$ cat config.mk
export PLATFORM = sky130hd
export DESIGN_NAME = ram_loader_flat
export DESIGN_NICKNAME = d
export VERILOG_FILES = /design/src/rtl/lynx_pkg.sv /design/src/rtl/ram_loader_if.sv /design/src/rtl/ldr_timer.sv /design/src/rtl/ram_loader.sv /design/src/flat_wrapper.sv
export SDC_FILE = /design/constraint.sdc
export NUM_CORES = 1
export LEC_CHECK = 0
export ABC_AREA = 1
export BUFFER_PORTS_ARGS = -buffer_cell sky130_fd_sc_hd__buf_4
export CELL_PAD_IN_SITES_DETAIL_PLACEMENT = 1
export CELL_PAD_IN_SITES_GLOBAL_PLACEMENT = 1
export CORE_ASPECT_RATIO = 1.25
export CORE_MARGIN = 4
export CORE_UTILIZATION = 33
export DETAILED_ROUTE_END_ITERATION = 8
export GPL_TIMING_DRIVEN = 1
export PLACE_DENSITY = 0.82
export RECOVER_POWER = 50
export SLEW_MARGIN = 20
export SYNTH_ARGS = -nofsm -noshare
export SYNTH_HDL_FRONTEND = slang
export SYNTH_SLANG_ARGS = --single-unit
$ cat constraint.sdc
create_clock -name clock -period 2.5 [get_ports clock]
set_clock_uncertainty 0.2 [all_clocks]
set_input_delay 0.375 -clock clock [delete_from_list [all_inputs] [get_ports clock]]
set_output_delay 0.375 -clock clock [all_outputs]
set_load 0.1 [all_outputs]
$ cat src/rtl/lynx_pkg.sv
// Shared types for the boot-copy engine: FSM state encoding and tick-counter width.
package lynx_pkg;
  localparam int TCW = 3;

  typedef enum logic [3:0] {
    IDLE, ADDR, FETCH, WRITE, HOLD, VFY_ADDR, VFY_FETCH, VFY_READ, VFY_CMP, DONE
  } state_t;
endpackage

$ cat src/rtl/ram_loader_if.sv
// ROM/RAM/status bundle between the boot loader (master) and the memory side (slave).
interface ram_loader_if #(
  parameter int AW = 21,
  parameter int SW = 14
);
  logic          ready;
  logic [2:0]    srcSel;
  logic [SW-1:0] srcA;
  logic [7:0]    srcQ;
  logic [AW-1:0] ramA;
  logic [7:0]    ramD;
  logic          ramWe;
  logic          ramRd;
  logic [7:0]    ramQ;
  logic          done;
  logic          err;
  logic [AW-1:0] errA;

  modport master (
    input  ready, srcQ, ramQ,
    output srcSel, srcA, ramA, ramD, ramWe, ramRd, done, err, errA
  );

  modport slave (
    output ready, srcQ, ramQ,
    input  srcSel, srcA, ramA, ramD, ramWe, ramRd, done, err, errA
  );
endinterface

$ cat src/rtl/ldr_timer.sv
// ce-gated loadable down-counter with zero flag; freeze holds the count (used for ready stalls).
module ldr_timer
  import lynx_pkg::*;
(
  input  logic           clock,
  input  logic           reset,
  input  logic           ce,
  input  logic           load,
  input  logic           freeze,
  input  logic [TCW-1:0] loadVal,
  output logic           zero
);
  logic [TCW-1:0] cnt;

  always_ff @(posedge clock) begin
    if (!reset) begin
      cnt <= '0;
    end else if (ce) begin
      if (load)                     cnt <= loadVal;
      else if (!freeze && !zero)    cnt <= cnt - 1'b1;
    end
  end

  assign zero = (cnt == '0);
endmodule

$ cat src/rtl/ram_loader.sv
// Boot-copy engine: copies IMAGES ROM images into external RAM, optional readback verify.
// Per byte 2+SRCLAT+WAIT ce ticks; ready low freezes address/fetch, strobes always complete.
module ram_loader
  import lynx_pkg::*;
#(
  parameter int            AW     = 21,
  parameter int            SW     = 14,
  parameter int            IMAGES = 2,
  parameter logic [AW-1:0] BASE   = '0,
  parameter int            SRCLAT = 1,
  parameter int            WAIT   = 2,
  parameter int            RDLAT  = 2,
  parameter int            VERIFY = 0
) (
  input  logic          clock,
  input  logic          reset,
  input  logic          ce,
  ram_loader_if.master  bus
);
  state_t         state, stateNext;
  logic [SW-1:0]  offset, offNext, offInc;
  logic [2:0]     image, imgNext;
  logic [3:0]     imgInc;
  logic           lastByte, loadAddr;
  logic           tLoad, tFreeze, tZero;
  logic [TCW-1:0] tVal;
  logic [7:0]     expQ, gotQ;

  function automatic logic [AW-1:0] destAddr(input logic [2:0] img, input logic [SW-1:0] off);
    return BASE + (AW'(img) << SW) + AW'(off);
  endfunction

  ldr_timer u_timer (
    .clock   (clock),
    .reset   (reset),
    .ce      (ce),
    .load    (tLoad),
    .freeze  (tFreeze),
    .loadVal (tVal),
    .zero    (tZero)
  );

  assign offInc   = offset + 1'b1;
  assign imgInc   = {1'b0, image} + ((offInc == '0) ? 4'd1 : 4'd0);
  assign lastByte = (imgInc == 4'(IMAGES));

  always_comb begin
    stateNext = state;
    loadAddr  = 1'b0;
    offNext   = offset;
    imgNext   = image;
    tLoad     = 1'b0;
    tVal      = '0;
    tFreeze   = 1'b0;
    case (state)
      IDLE: if (bus.ready) begin
        stateNext = ADDR;
        loadAddr  = 1'b1;
        offNext   = '0;
        imgNext   = '0;
      end
      ADDR: if (bus.ready) begin
        stateNext = FETCH;
        tLoad     = 1'b1;
        tVal      = TCW'(SRCLAT - 1);
      end
      FETCH: begin
        tFreeze = !bus.ready;
        if (bus.ready && tZero) begin
          stateNext = WRITE;
          tLoad     = 1'b1;
          tVal      = TCW'(WAIT - 1);
        end
      end
      WRITE: if (tZero) stateNext = HOLD;
      // Shared NEXT decision for the copy and verify passes.
      HOLD, VFY_CMP: if (bus.ready) begin
        loadAddr = 1'b1;
        offNext  = offInc;
        imgNext  = imgInc[2:0];
        if (!lastByte) begin
          stateNext = (state == HOLD) ? ADDR : VFY_ADDR;
        end else if (state == HOLD && VERIFY != 0) begin
          stateNext = VFY_ADDR;
          offNext   = '0;
          imgNext   = '0;
        end else begin
          stateNext = DONE;
          loadAddr  = 1'b0;
        end
      end
      VFY_ADDR: if (bus.ready) begin
        stateNext = VFY_FETCH;
        tLoad     = 1'b1;
        tVal      = TCW'(SRCLAT - 1);
      end
      VFY_FETCH: begin
        tFreeze = !bus.ready;
        if (bus.ready && tZero) begin
          stateNext = VFY_READ;
          tLoad     = 1'b1;
          tVal      = TCW'(RDLAT - 1);
        end
      end
      VFY_READ: if (tZero) stateNext = VFY_CMP;
      default: ;
    endcase
  end

  always_ff @(posedge clock) begin
    if (!reset) begin
      state      <= IDLE;
      offset     <= '0;
      image      <= '0;
      bus.srcA   <= '0;
      bus.srcSel <= '0;
      bus.ramA   <= '0;
      bus.ramD   <= '0;
      bus.err    <= 1'b0;
      bus.errA   <= '0;
      expQ       <= '0;
      gotQ       <= '0;
    end else if (ce) begin
      state <= stateNext;
      if (loadAddr) begin
        offset     <= offNext;
        image      <= imgNext;
        bus.srcA   <= offNext;
        bus.srcSel <= imgNext;
        bus.ramA   <= destAddr(imgNext, offNext);
      end
      if (state == FETCH && bus.ready && tZero)     bus.ramD <= bus.srcQ;
      if (state == VFY_FETCH && bus.ready && tZero) expQ     <= bus.srcQ;
      if (state == VFY_READ && tZero)               gotQ     <= bus.ramQ;
      if (state == VFY_CMP && gotQ != expQ && !bus.err) begin
        bus.err  <= 1'b1;
        bus.errA <= bus.ramA;
      end
    end
  end

  assign bus.ramWe = (state != WRITE);
  assign bus.ramRd = (state != VFY_READ);
  assign bus.done  = (state == DONE);
endmodule

$ cat src/flat_wrapper.sv
// flat-port wrapper written by rule: the top's interface ports become plain ports
module ram_loader_flat import lynx_pkg::*;
#(
  parameter int            AW     = 21,
  parameter int            SW     = 14,
  parameter int            IMAGES = 2,
  parameter logic [AW-1:0] BASE   = '0,
  parameter int            SRCLAT = 1,
  parameter int            WAIT   = 2,
  parameter int            RDLAT  = 2,
  parameter int            VERIFY = 0
)
  (clock, reset, ce, bus_ready, bus_srcQ, bus_ramQ, bus_srcSel, bus_srcA, bus_ramA, bus_ramD, bus_ramWe, bus_ramRd, bus_done, bus_err, bus_errA);
  ram_loader_if #(.AW(AW), .SW(SW)) bus_i ();
  input  logic clock;
  input  logic reset;
  input  logic ce;
  input wire logic [$bits(bus_i.ready)-1:0] bus_ready;
  input wire logic [$bits(bus_i.srcQ)-1:0] bus_srcQ;
  input wire logic [$bits(bus_i.ramQ)-1:0] bus_ramQ;
  output wire logic [$bits(bus_i.srcSel)-1:0] bus_srcSel;
  output wire logic [$bits(bus_i.srcA)-1:0] bus_srcA;
  output wire logic [$bits(bus_i.ramA)-1:0] bus_ramA;
  output wire logic [$bits(bus_i.ramD)-1:0] bus_ramD;
  output wire logic [$bits(bus_i.ramWe)-1:0] bus_ramWe;
  output wire logic [$bits(bus_i.ramRd)-1:0] bus_ramRd;
  output wire logic [$bits(bus_i.done)-1:0] bus_done;
  output wire logic [$bits(bus_i.err)-1:0] bus_err;
  output wire logic [$bits(bus_i.errA)-1:0] bus_errA;
  assign bus_i.ready = bus_ready;
  assign bus_i.srcQ = bus_srcQ;
  assign bus_i.ramQ = bus_ramQ;
  assign bus_srcSel = bus_i.srcSel;
  assign bus_srcA = bus_i.srcA;
  assign bus_ramA = bus_i.ramA;
  assign bus_ramD = bus_i.ramD;
  assign bus_ramWe = bus_i.ramWe;
  assign bus_ramRd = bus_i.ramRd;
  assign bus_done = bus_i.done;
  assign bus_err = bus_i.err;
  assign bus_errA = bus_i.errA;
  ram_loader #(.AW(AW), .SW(SW), .IMAGES(IMAGES), .BASE(BASE), .SRCLAT(SRCLAT), .WAIT(WAIT), .RDLAT(RDLAT), .VERIFY(VERIFY)) u_core (.clock(clock), .reset(reset), .ce(ce), .bus(bus_i));
endmodule
* Word level (Yosys, flattened, before mapping) *
Cells that the tools add are included.
Widths: inputs -> output; s select.

operators by class
  reduce and logical (&&, ||, !) cells = 28
  eq/ne operators = 21
  add/subtract/negate cells = 4
  multiplexer cells = 29

operator list
  operator               count
  $mux 4                 9
  $pmux 4 s8             1
  $mux 14                2
  $pmux 14 s2            1
  $add 17x14->18         1
  $mux 3                 6
  $eq 4x3->1 const B     4
  $add 14x1->14 const B  1
  $logic_not 14->1       1
  $eq 4x2->1 const B     3
  $reduce_and 2->1       6
  $reduce_and 10->1      1
  $logic_and 1x1->1      9
  $eq 4x4->1 const B     2
  $ne 2x1->1 const B     4
  $ne 2x2->1 const B     4
  $ne 8x8->1             1
  $reduce_bool 8->1      1
  $mux 1                 7
  $pmux 3 s2             1
  $reduce_or 2->1        3
  $add 3x4->4            1
  $eq 4x1->1 const B     1
  $logic_not 1->1        4
  other kinds (7)        8

word-level totals
  bits of input ports = 20
  bits in registers = 91
  logic and storage cells = 92
  output and inout bits = 71

* Logic depth before layout (Yosys ltp) *
  depth after elaboration = 9
  gate-level depth with buffers = 20
  gate-level depth less buffers = 18

* By module *
From an unflattened synthesis, not the netlist that was laid out.

unflattened totals
  cell total of the unflattened synthesis = 536
  area, all modules = 3,518.4 µm²

by module, submodules not included
  module      area each (µm²)  times used  cells an instance  seq. area each (µm²)
  ram_loader  3,313.2          1           503                1,261.2
  ldr_timer   205.2            1           33                 60.1

* Worst setup path before layout *
No wires, ideal clock.

  kind = register to register
  start = register (tool-made name)
  end = register (tool-made name)
  stages on the path, launching flop included = 18
  slack = -1,156 ps
  library setup time = 70 ps
  data arrival time = 3,386 ps
  data required time = 2,230 ps
  buffers on the path = 2
  clock period less this slack = 3,656 ps
  cell sequence = dfxtp_1 > ha_1 > nand2_1 > nor2_1 > nand2_1 > xor2_1 > nand3b_1 > nor2_1 > ha_1 > ha_1 > inv_1 > nor2_1 > nand3_1 > o21ai_2 > buf_6 > buf_6 > nand2_1 > a21oi_1

==> flow_summary.ini <==
[synthesis]
seq_area_frac_synth_pct = 36.7
synth_top_family_by_area = simple AND/OR/NAND/NOR gates
synthArstFlopShare_pct = 0
synth-xor-area-share_pct = 1.46
avgSynthCellArea_um2 = 6.71
yosys.area.top_type_share_pct = 36.7
synth_edf_count = 0
ys_ff_latch = 66
synthTopCellsByArea = dfxtp_1, nand2_1, a21oi_1, nor2_1, inv_1
syn-cell-area_um2 = 3600
synth-compound-area-share_pct = 14.6
yosys_warnings = 0
synth_ff_type = dfxtp_1
syn-instance-count = 536
synth.most_common_cell = nand2_1
yosys.area.top_type = dfxtp_1
yosysUniqueCellTypes = 32
ys_top_cells_by_count = nand2_1, nor2_1, dfxtp_1
synth.area.mux_share_pct = 0
synth_fa_ha_area_share_pct = 2.09
synthSimpleGateAreaFrac_pct = 29.2

[clock_tree]
cts-buffers-inserted = 9
cts_tree = yes
clkLatencyLatePin_ns = 0.33
root_buffer = clkbuf_16
holdBufCountCts = 0
cts_buffer_depth = 2
cts.sinks = 66
path_clk_slew_ns = 0.06
h-tree-depth = 3

[global_route]
grt_pass1_vias = 4098
grt_usage_pct = 18.7
grt_max_degree = 36
antenna_found_initial = 0
grt_overflow = 0
grt_pass1_wl_um = 19100

[pwr]
power.internal_mw = 2.03
power_density_nw_per_um2 = 623
pwr-share-clk_pct = 38.2
p_sw_share_pct = 35.0
power_frac_seq_pct = 36.0
ir_worst_vdd_v = 0.000408
p_switching_mw = 1.09
combPwrFrac_pct = 25.8
leakagePower_nw = 2.21

[cells_and_area]
fill_cells = 1356
fin_util_pct = 47.2
final_area_um2 = 5010
multi_input_area_um2 = 1990
drive_gt1_share_pct = 32.1
diodes = 0
ff_latch_area_um2 = 1370
synthToLayoutAreaGrowth_pct = 39.4
nets = 672

[detailed_routing]
post_drt_wl_per_cell_um = 15.6
drtPass1Iterations = 4
vias = 3931
wirelength_um = 12200
viasPerCell = 5.02
drc = 0
initialDrtViolationCount = 82
ant_nets = 0

[worst_hold_path]
holdPathEnd = u_core.gotQ[7]
hold_path.class = input port to flip-flop
min_from = bus_ramQ[7]
min_path_cells = 3

[critical_path]
path_cells = ha_4, nand2_4, nor2_4, nand2_2, nand2_2, nand2_1, nor2_1, nand4_1, nor2_2, ha_4, ha_4, inv_2, nor2_4, nand3_4, o21ai_4, buf_12, buf_12, inv_6, o21ai_1, and2_1
ff2ff_path_depth = 20
crit_slowest_cell = dfxtp_4
critical_path.max_fanout = 6
crit_buf_inv = 4
critical_path.max_stage_delay_ns = 0.37
rrSetupSlack_ns = -0.51
required_ns = 2.52
crit_top_cell = ha_4
start_kind = flip-flop
critical-path-top-delay-family = simple AND/OR/NAND/NOR gates
crit_arrival_ns = 3.03
crit_path_end_kind = flip-flop
worstSetupPathType = flip-flop to flip-flop

[placement]
portBuffers = 82
dp_hpwl_um = 8720
pre_cts_ws_ns = -0.370
dpl_cell_area_um2 = 4550
place.gp.congestion = 0.924

[floorplanning]
start_util_pct = 33.9
core_area_um2 = 10600
die_area_um2 = 12600
rows = 42
die_y_um = 125
ios = 91
die_width_um = 101

[timing]
hold_violations = 0
slew_headroom_pct = 20.4
hold_ws_ns = 0.0717
final-setup-viol-count = 19
maxSlewViolCount = 0
fin_crit_ns = 3.01
layout_setup_ws_ns = -0.510
clock.fmax_ghz = 0.332
worst_pin_slew_ns = 1.20
post-route-period-util_pct = 120
rsz0062_at_grt = yes

[outcome]
status = finished with violations
violations = setup timing

[run]
cap_violations = 0
-- per-layer routing --
layer	wire length (µm)	part of all wire, %	track usage, %	vias to the layer above
met3	702	5.7	4.37	34
met5	0	0	0	-
met2	6490	53	33.5	122
met4	517	4.2	9.70	0
met1	4500	37	19.8	1873
li1	-	-	-	1902
-- worst register-to-register path, cell delays in order (launching register included) --
cell and delay, ns:
dfxtp_4 0.37, ha_4 0.17, nand2_4 0.07, nor2_4 0.18
nand2_2 0.09, nand2_2 0.10, nand2_1 0.06, nor2_1 0.09
nand4_1 0.10, nor2_2 0.20, ha_4 0.18, ha_4 0.20
inv_2 0.07, nor2_4 0.05, nand3_4 0.10, o21ai_4 0.07
buf_12 0.15, buf_12 0.14, inv_6 0.08, o21ai_1 0.08
and2_1 0.15
-- final cells by class --
class                   count  area share, %
multi-input cells         365           39.7
well taps                 132           3.30
repair buffers            138           19.0
clock buffers              12           5.14
clock inverters             4          0.474
inverters                  66           5.09
flip-flops and latches     66           27.3
-- layout by cell type (no fill, tap or decap), types with 3 or more instances in the layout --
cell	Yosys	layout
dfxtp_1	66	50
clkbuf_16	0	11
o21ai_1	0	9
a21oi_1	54	48
nand4_1	8	8
xnor2_1	4	3
ha_4	0	3
inv_1	61	59
clkbuf_2	0	19
o22ai_1	3	3
buf_6	5	3
nor2_1	72	64
a21oi_2	0	6
buf_4	26	85
nand2_4	0	6
dfxtp_4	0	11
nand2_2	3	20
clkbuf_1	5	29
ha_1	6	3
nor2_4	0	3
clkinv_2	0	3
inv_2	4	5
nand3_1	34	30
o21ai_0	42	30
o21ai_2	2	4
buf_12	0	3
nor2_2	0	5
nand2_1	113	90
dfxtp_2	0	5
nand3_2	1	4
conb_1	1	8
-- how the worst max path moves through the flow --
| stage | start | depth (start not counted) | to |
|---|---|---|---|
| 6_report | flip-flop | 20 | flip-flop |
| 5_1_grt | flip-flop | 20 | flip-flop |
| 4_1_cts | flip-flop | 15 | flip-flop |
| 3_5_place_dp | flip-flop | 16 | flip-flop |
| 3_3_place_gp | flip-flop | 17 | flip-flop |
| 2_1_floorplan | flip-flop | 18 | flip-flop |
-- power by group through the flow --
stage | clock network (mW) | logic (mW) | registers [mW]
finish | 1.19 | 0.805 | 1.13
global route | 1.28 | 0.855 | 1.13
CTS | 1.22 | 0.781 | 1.12
detailed placement | 0 | 0.745 | 1.15
global placement | 0 | 0.722 | 1.14
floorplan | 0 | 0.427 | 1.29
-- kinds of logic (layout without fill, tap and decap cells) --
| logic type | after synthesis | count (layout) |
|---|---|---|
| other cells | 1 | 8 |
| simple gates | 243 | 243 |
| buf+inv | 112 | 220 |
| flops | 66 | 66 |
| compound gates | 102 | 102 |
| xor+xnor | 6 | 6 |
| fa+ha+maj | 6 | 6 |
-- stage by stage --
step	power, mW	TNS [ns]	std cells
final	3.12	-8.64	783
after global routing	3.26	-10.48	783
after CTS	3.13	-6.19	777
after detailed placement	1.89	-5.91	755
after global placement	1.86	-3.88	755
after floorplan	1.71	-5.71	543
-- what timing repair did --
action | in CTS | in global routing
cloned | 1 | 1
endpoints found under the setup margin | 19 | 19
setup buffers | 5 | 6
resized for setup | 23 | 40
pin swaps | 3 | 15
Power figures use the tool's default switching activity.
